**src/rtl/cpu_mem_responder_if.sv**
```systemverilog
// Request/response bus between the control unit (master) and the memory responder (slave).
interface cpu_mem_responder_if #(
   parameter int DATA_WIDTH = 16,
   parameter int ADDR_WIDTH = 8
);
   logic                  mem_select;
   logic                  mem_read_not_write;
   logic [ADDR_WIDTH-1:0] addr;
   logic [DATA_WIDTH-1:0] wdata;
   logic [DATA_WIDTH-1:0] rdata;
   logic                  ready;
   logic                  busy;
   logic                  error;

   modport master (
      output mem_select, mem_read_not_write, addr, wdata,
      input  rdata, ready, busy, error
   );

   modport slave (
      input  mem_select, mem_read_not_write, addr, wdata,
      output rdata, ready, busy, error
   );
endinterface

```
**src/rtl/cpu_mem_responder.sv**
```systemverilog
// Single-port word memory answering one CPU request at a time, with
// programmable wait states, an out-of-range flag and a one-cycle ready pulse.
module cpu_mem_responder #(
   parameter int DATA_WIDTH  = 16,
   parameter int ADDR_WIDTH  = 8,
   parameter int DEPTH       = 200,
   parameter int WAIT_STATES = 2
) (
   input  logic               clk,
   input  logic               reset,
   cpu_mem_responder_if.slave bus
);

   localparam logic [1:0] IDLE   = 2'd0;
   localparam logic [1:0] WAIT   = 2'd1;
   localparam logic [1:0] ACCESS = 2'd2;
   localparam logic [1:0] RESP   = 2'd3;

   localparam logic [ADDR_WIDTH:0] DEPTH_LIM = DEPTH[ADDR_WIDTH:0];
   localparam logic [3:0]          WAIT_INIT = WAIT_STATES[3:0];

   logic [1:0]            state;
   logic [3:0]            wait_cnt;
   logic [ADDR_WIDTH-1:0] addr_q;
   logic [DATA_WIDTH-1:0] wdata_q;
   logic                  rnw_q;
   logic                  oor_q;
   logic                  oor_in;
   logic                  accept;
   logic [DATA_WIDTH-1:0] rdata_q;
   logic [DATA_WIDTH-1:0] mem [DEPTH];

   assign oor_in = ({1'b0, bus.addr} >= DEPTH_LIM);
   assign accept = (state == IDLE) && bus.mem_select;

   always_ff @(posedge clk or negedge reset) begin
      if (!reset) begin
         state    <= IDLE;
         wait_cnt <= '0;
      end else begin
         case (state)
            IDLE: begin
               if (bus.mem_select) begin
                  if (oor_in) begin
                     state <= RESP;
                  end else if (WAIT_INIT != 4'd0) begin
                     state    <= WAIT;
                     wait_cnt <= WAIT_INIT;
                  end else begin
                     state <= ACCESS;
                  end
               end
            end
            WAIT: begin
               wait_cnt <= wait_cnt - 4'd1;
               if (wait_cnt == 4'd1) state <= ACCESS;
            end
            ACCESS:  state <= RESP;
            default: state <= IDLE;
         endcase
      end
   end

   // Request capture: only IDLE samples the bus, so later input changes cannot disturb an access.
   always_ff @(posedge clk) begin
      if (accept) begin
         addr_q  <= bus.addr;
         wdata_q <= bus.wdata;
         rnw_q   <= bus.mem_read_not_write;
         oor_q   <= oor_in;
      end
   end

   // An out-of-range read returns zero immediately since it skips ACCESS.
   always_ff @(posedge clk or negedge reset) begin
      if (!reset) begin
         rdata_q <= '0;
      end else if (accept && bus.mem_read_not_write && oor_in) begin
         rdata_q <= '0;
      end else if ((state == ACCESS) && rnw_q) begin
         rdata_q <= mem[addr_q];
      end
   end

   // Reset forces IDLE asynchronously, which also blocks any pending write.
   always_ff @(posedge clk) begin
      if ((state == ACCESS) && !rnw_q) mem[addr_q] <= wdata_q;
   end

   assign bus.rdata = rdata_q;
   assign bus.ready = (state == RESP);
   assign bus.busy  = (state != IDLE);
   assign bus.error = (state == RESP) && oor_q;

endmodule

```
**src/flat_wrapper.sv**
```systemverilog
// flat-port wrapper written by rule: the top's interface ports become plain ports
module cpu_mem_responder_flat 
#(
   parameter int DATA_WIDTH  = 16,
   parameter int ADDR_WIDTH  = 8,
   parameter int DEPTH       = 200,
   parameter int WAIT_STATES = 2
)
  (clk, reset, bus_mem_select, bus_mem_read_not_write, bus_addr, bus_wdata, bus_rdata, bus_ready, bus_busy, bus_error);
  cpu_mem_responder_if #(.DATA_WIDTH(DATA_WIDTH), .ADDR_WIDTH(ADDR_WIDTH)) bus_i ();
  input  logic clk;
  input  logic reset;
  input wire logic [$bits(bus_i.mem_select)-1:0] bus_mem_select;
  input wire logic [$bits(bus_i.mem_read_not_write)-1:0] bus_mem_read_not_write;
  input wire logic [$bits(bus_i.addr)-1:0] bus_addr;
  input wire logic [$bits(bus_i.wdata)-1:0] bus_wdata;
  output wire logic [$bits(bus_i.rdata)-1:0] bus_rdata;
  output wire logic [$bits(bus_i.ready)-1:0] bus_ready;
  output wire logic [$bits(bus_i.busy)-1:0] bus_busy;
  output wire logic [$bits(bus_i.error)-1:0] bus_error;
  assign bus_i.mem_select = bus_mem_select;
  assign bus_i.mem_read_not_write = bus_mem_read_not_write;
  assign bus_i.addr = bus_addr;
  assign bus_i.wdata = bus_wdata;
  assign bus_rdata = bus_i.rdata;
  assign bus_ready = bus_i.ready;
  assign bus_busy = bus_i.busy;
  assign bus_error = bus_i.error;
  cpu_mem_responder #(.DATA_WIDTH(DATA_WIDTH), .ADDR_WIDTH(ADDR_WIDTH), .DEPTH(DEPTH), .WAIT_STATES(WAIT_STATES)) u_core (.clk(clk), .reset(reset), .bus(bus_i));
endmodule
```
**config.mk**
```make
export PLATFORM = sky130hd
export DESIGN_NAME = cpu_mem_responder_flat
export DESIGN_NICKNAME = d
export VERILOG_FILES = /design/src/rtl/cpu_mem_responder_if.sv /design/src/rtl/cpu_mem_responder.sv /design/src/flat_wrapper.sv
export SDC_FILE = /design/constraint.sdc
export NUM_CORES = 2
export LEC_CHECK = 0
export ABC_AREA = 0
export BUFFER_PORTS_ARGS = -buffer_cell sky130_fd_sc_hd__buf_2
export CAP_MARGIN = 20
export CORE_MARGIN = 5
export CORE_UTILIZATION = 44
export CTS_CLUSTER_DIAMETER = 60
export DETAILED_ROUTE_END_ITERATION = 8
export PLACE_DENSITY_LB_ADDON = 0.2
export SYNTH_ARGS = -nofsm -noshare
export SYNTH_HDL_FRONTEND = slang
export SYNTH_SLANG_ARGS = --single-unit
```
**constraint.sdc**
```tcl
create_clock -name clk -period 3.8 [get_ports clk]
set_input_delay 0 -clock clk [delete_from_list [all_inputs] [get_ports clk]]
set_output_delay 0 -clock clk [all_outputs]
set_load 0.01 [all_outputs]
```
Word level (Yosys, flattened, before mapping) --
Memories as Yosys holds them, arrays and structs flattened. A register that Yosys moved wholly into a read port is not among the register bits. Cells that the tools add are included.
Storage, ports and cells: word-level logic and storage cells 42, bits of input ports 28, ROM bits 0, register bits after elaboration 48, latch bits 0, memory bits (writable) 3200, memories kept 1, output and inout bits 19
Operators by class: add/subtract/negate cells 1, multiply operators 0, reductions and logical operators 13, bitwise gates (word level) 0, magnitude comparators 1, mux-type cells 12, equal/unequal tests 7, shift operators 0, div/mod/pow operators 0
Memory list:
- u_core.mem | words 200, bits a word 16, read ports 1, clocked after memory_dff 1, wr ports 1, RTL line cpu_mem_responder.sv:31 | logic [DATA_WIDTH-1:0] mem [DEPTH];
Operator list (count):
- two-way mux 16 bit | 2
- greater-or-equal comparator 8 bit (second input constant) | 1
- two-way mux 4 bit | 2
- two-way mux 8 bit | 1
- one-hot mux 4 bit (2 select lines) | 1
- logical AND 1 bit | 6
- two-way mux 2 bit | 3
- one-hot mux 2 bit (3 select lines) | 1
- nonzero test 2 bit | 3
- equality test 2 bit (second input constant) | 2
- equality test 4 x 1 -> 1 bit (second input constant) | 1
- inequality test 2 bit (second input constant) | 2
- subtractor 4 x 1 -> 4 bit (second input constant) | 1
- AND reduction 3 bit | 1
- equality test 2 x 1 -> 1 bit (second input constant) | 1
- zero test 2 bit | 1
- two-way mux 1 bit | 2
- inequality test 2 x 1 -> 1 bit (second input constant) | 1
- AND reduction 2 bit | 1
- zero test 1 bit | 1

Depth between registers and ports, before layout --
word-level depth 5, depth in mapped cells 13, mapped depth without buffers 9

Worst setup path before layout --
No wires, ideal clock.
path kind register to register, start register u_core.wdata_q[0], end memory u_core.mem[0][0] (data pin), data required time 3.118 ns, cell stages (with the launch flop) 1, arrival 2.587 ns, library setup time 0.682 ns, clock period less this slack 3.270 ns, path buffers 0, slack 0.530 ns, path through edfxtp_1
RTL lines:
- from (decl) | RTL line cpu_mem_responder.sv:25 | logic [DATA_WIDTH-1:0] wdata_q;
- from (signal assigned) | RTL line cpu_mem_responder.sv:68 | wdata_q <= bus.wdata;
- to (decl) | RTL line cpu_mem_responder.sv:31
No word-level cell before the write port.

==> flow_summary.toml <==
[yosys]
ys.flop_type = "edfxtp_1"
synth_top_area_share = 0.7664
ys_seq_area_frac = 0.7721
avgSynthCellArea_sq_um = 22.68
syn_area_sq_um = 126400
async_reset_ff_frac = 0.006757
syn_inst = 5572
yosysTopAreaCell = "edfxtp_1"
synth_area_leaders = "edfxtp_1, mux4_2, mux2i_1"
yosys_warnings = 0
synth_edf_count = 3226
ys_top_cells_by_count = "edfxtp_1, mux4_2, nor2_1, mux2i_1, nand2_1"
yosys_register_bits = 3256
yosysMostFrequentCell = "edfxtp_1"
synth_nets = 5606
synth.distinct_cells = 80

[final_layout]
drive_gt1_frac = 0.3248
area_growth_pct = 16.29
nNetsFinal = 6331
final_cell_area_sq_um = 147000
final_util = 0.5145

[timing]
rsz0062_at_grt = "false"
whs_ns = 0.05314
setup_viol = 0
hold_viol_final = 0
worst_pin_slew_ns = 1.164
finalCritPeriodShare = 0.9684
fmax_ghz = 0.2717
fin_skew_ns = 0.08015
setup_tns_ns = 0
relSlewSlack = 0.2239
period_needed_ns = 3.680
slew_violations = 0

[global_routing]
grt_first_pass_wirelength_um = 503400
met1_usage = 0.3381
busiest_layer = "met2"
grt_util_met2 = 0.3705
first_global_vias = 62690
grt_max_degree = 160
antenna_found_initial = 19
overflow = 0
met3_usage = 0.04713
gr-usage-all-layers = 0.2387

[clock_tree]
numCtsBuffers = 344
cts_tree = "built"
clock_latency_ns = 0.93
root_buffer = "clkbuf_16"
clockBufferDepth = 4
cts_sinks = 3256
h-tree-depth = 5
clk_pin_slew_ns = 0.07

[setup_path]
slowest_stage = "dfxtp_4"
startpoint_type = "register"
crit_path_cell_trace = "buf_12, buf_4, buf_4, mux4_2, mux4_2, nand2_1, a21oi_1, nor3_1, buf_4, a211oi_1"
crit_family = "buffers and inverters"
crit_arrival_ns = 4.45
crit_fanout = 26
critPathCaptureType = "register"
path_common_cell = "buf_4"
worstPathRequired_ns = 4.57
slowest_delay_ns = 0.74
cp_num_buf_inv = 4
path_class = "register to register"
crit_cells = 10
ff2ff_path_depth = 10

[floorplan]
initial_core_util = 0.4424
die_h_um = 546.0
core_area_sq_um = 285700
io_pins = 47
dieWidth_um = 546.0
rows = 196
die_area_sq_um = 298100

[place]
dpl-instance-area_sq_um = 135000
gp_congestion = 0.8724
place_hpwl_um = 222600
portBuffers = 46

[power]
irDropWorstVdd_uv = 431.6
swShare = 0.2867
finalPower_mw = 96.67
internal_power_mw = 68.96
seqPwrFrac = 0.431
power.leakage_nw = 46.94
clockPowerShare = 0.347
powerDensity_nw_per_um2 = 657.7
power_frac_comb = 0.222
p_switching_mw = 27.71

[detailed_routing]
dr.first_iter.drc_count = 8205
avgViaCountPerCell = 6.108
vias = 63260
wl_per_cell_um = 34.89
wirelength_um = 361300
firstDrtPassIters = 7
drc = 0
ant_nets = 0

[run]
max_cap_violations = 0

[run_status]
outcome = "complete, no violations"

[worst_hold_path]
min_path_cells = 3
hold_path.class = "input pin to register"
min-delay-start = "bus_addr[6]"
## metal layers
| layer | share of wire | routed length, um |
|---|---|---|
| met1 | 0.40 | 144000 |
| met5 | 0.00011 | 39 |
| met4 | 0.045 | 16140 |
| met3 | 0.087 | 31610 |
| met2 | 0.47 | 169600 |
## stage by stage
step,worst slack [ns],instances
floorplan,0.5303,5572
global placement,-0.3578,9649
detailed placement,-0.2884,9652
CTS,0.02646,10350
global route,0.1017,10350
finish,0.1200,10360
## sequential cells by signal, summed over array words and instances, names as in the netlist, named ones only
| name | cells |
|---|---|
| u_core.rnw_q | 1 |
| u_core.bus.rdata | 16 |
| u_core.state | 2 |
| u_core.wdata_q | 16 |
| u_core.wait_cnt | 4 |
| u_core.mem | 3200 |
| u_core.addr_q | 8 |
| u_core.oor_q | 1 |
## area by class of cell
type,instances,area (sq um)
fill,22150,138700
sequential,3256,97610
multi-input combinational,1989,26840
clock buffer,424,9196
timing repair buffer,691,6444
tap,3762,4707
clock inverter,208,2093
inverter,15,68.82
antenna,12,30.03
## worst paths after layout
check | endpoint | slack (ns)
max in group asynchronous | u_core.bus.rdata[0] | 3.41
setup / recovery | u_core.bus.rdata[6] | 0.12
hold / removal | register | 0.05
hold reg to reg | u_core.wait_cnt[2] | 0.56
setup reg to reg | u_core.bus.rdata[6] | 0.12
min in group asynchronous | u_core.wait_cnt[2] | 0.14
## worst register-to-register path, stage by stage, from the launching register on
cell and delay, ns:
dfxtp_4 0.74, buf_12 0.33, buf_4 0.37, buf_4 0.33, mux4_2 0.37, mux4_2 0.49
nand2_1 0.12, a21oi_1 0.08, nor3_1 0.48, buf_4 0.21, a211oi_1 0.04
## timing repair
action                                  CTS  global route
setup buffers                             6             0
hold buffers                             55             0
hold endpoints to repair                 83             0
resized for setup                         3             0
endpoints found under the setup margin    7             0
## layout by cell type (no fill, tap or decap), drive strengths merged, types with 12 or more instances in the layout
master,instances
a2111oi,13
a211oi,43
a21oi,42
a221oi,13
a22oi,20
buf,637
bufinv,31
clkbuf,424
clkinv,147
clkinvlp,14
dfrtp,22
diode,12
dlygate4sd3,54
edfxtp,3226
inv,31
mux2,41
mux2i,192
mux4,844
nand2,179
nand3,51
nand4,20
nor2,243
nor2b,37
nor3,21
o21ai,32
o221ai,19
o22ai,27
## logic make-up (layout without fill, tap and decap cells)
logic type,count (synthesis),in the layout,synth area share
other,0,12,0
AO/OA/AOI/OAI,302,302,0.01755
AND/OR/NAND/NOR,604,604,0.02099
flip-flops,3256,3256,0.7721
multiplexers,1077,1077,0.1706
buffers and inverters,327,1338,0.01824
adder cells (fa/ha/maj),6,6,0.0005939
## power by group through the flow
stage	clock, mW	combinational (mW)	sequential [mW]
6_report	33.5	21.4	41.7
5_1_grt	35.6	22.4	41.7
4_1_cts	34.1	21.5	41.7
3_5_place_dp	0	21.3	42.5
3_3_place_gp	0	21.1	42.5
2_1_floorplan	0	11.6	43.1
Power figures use the tool's default switching activity.
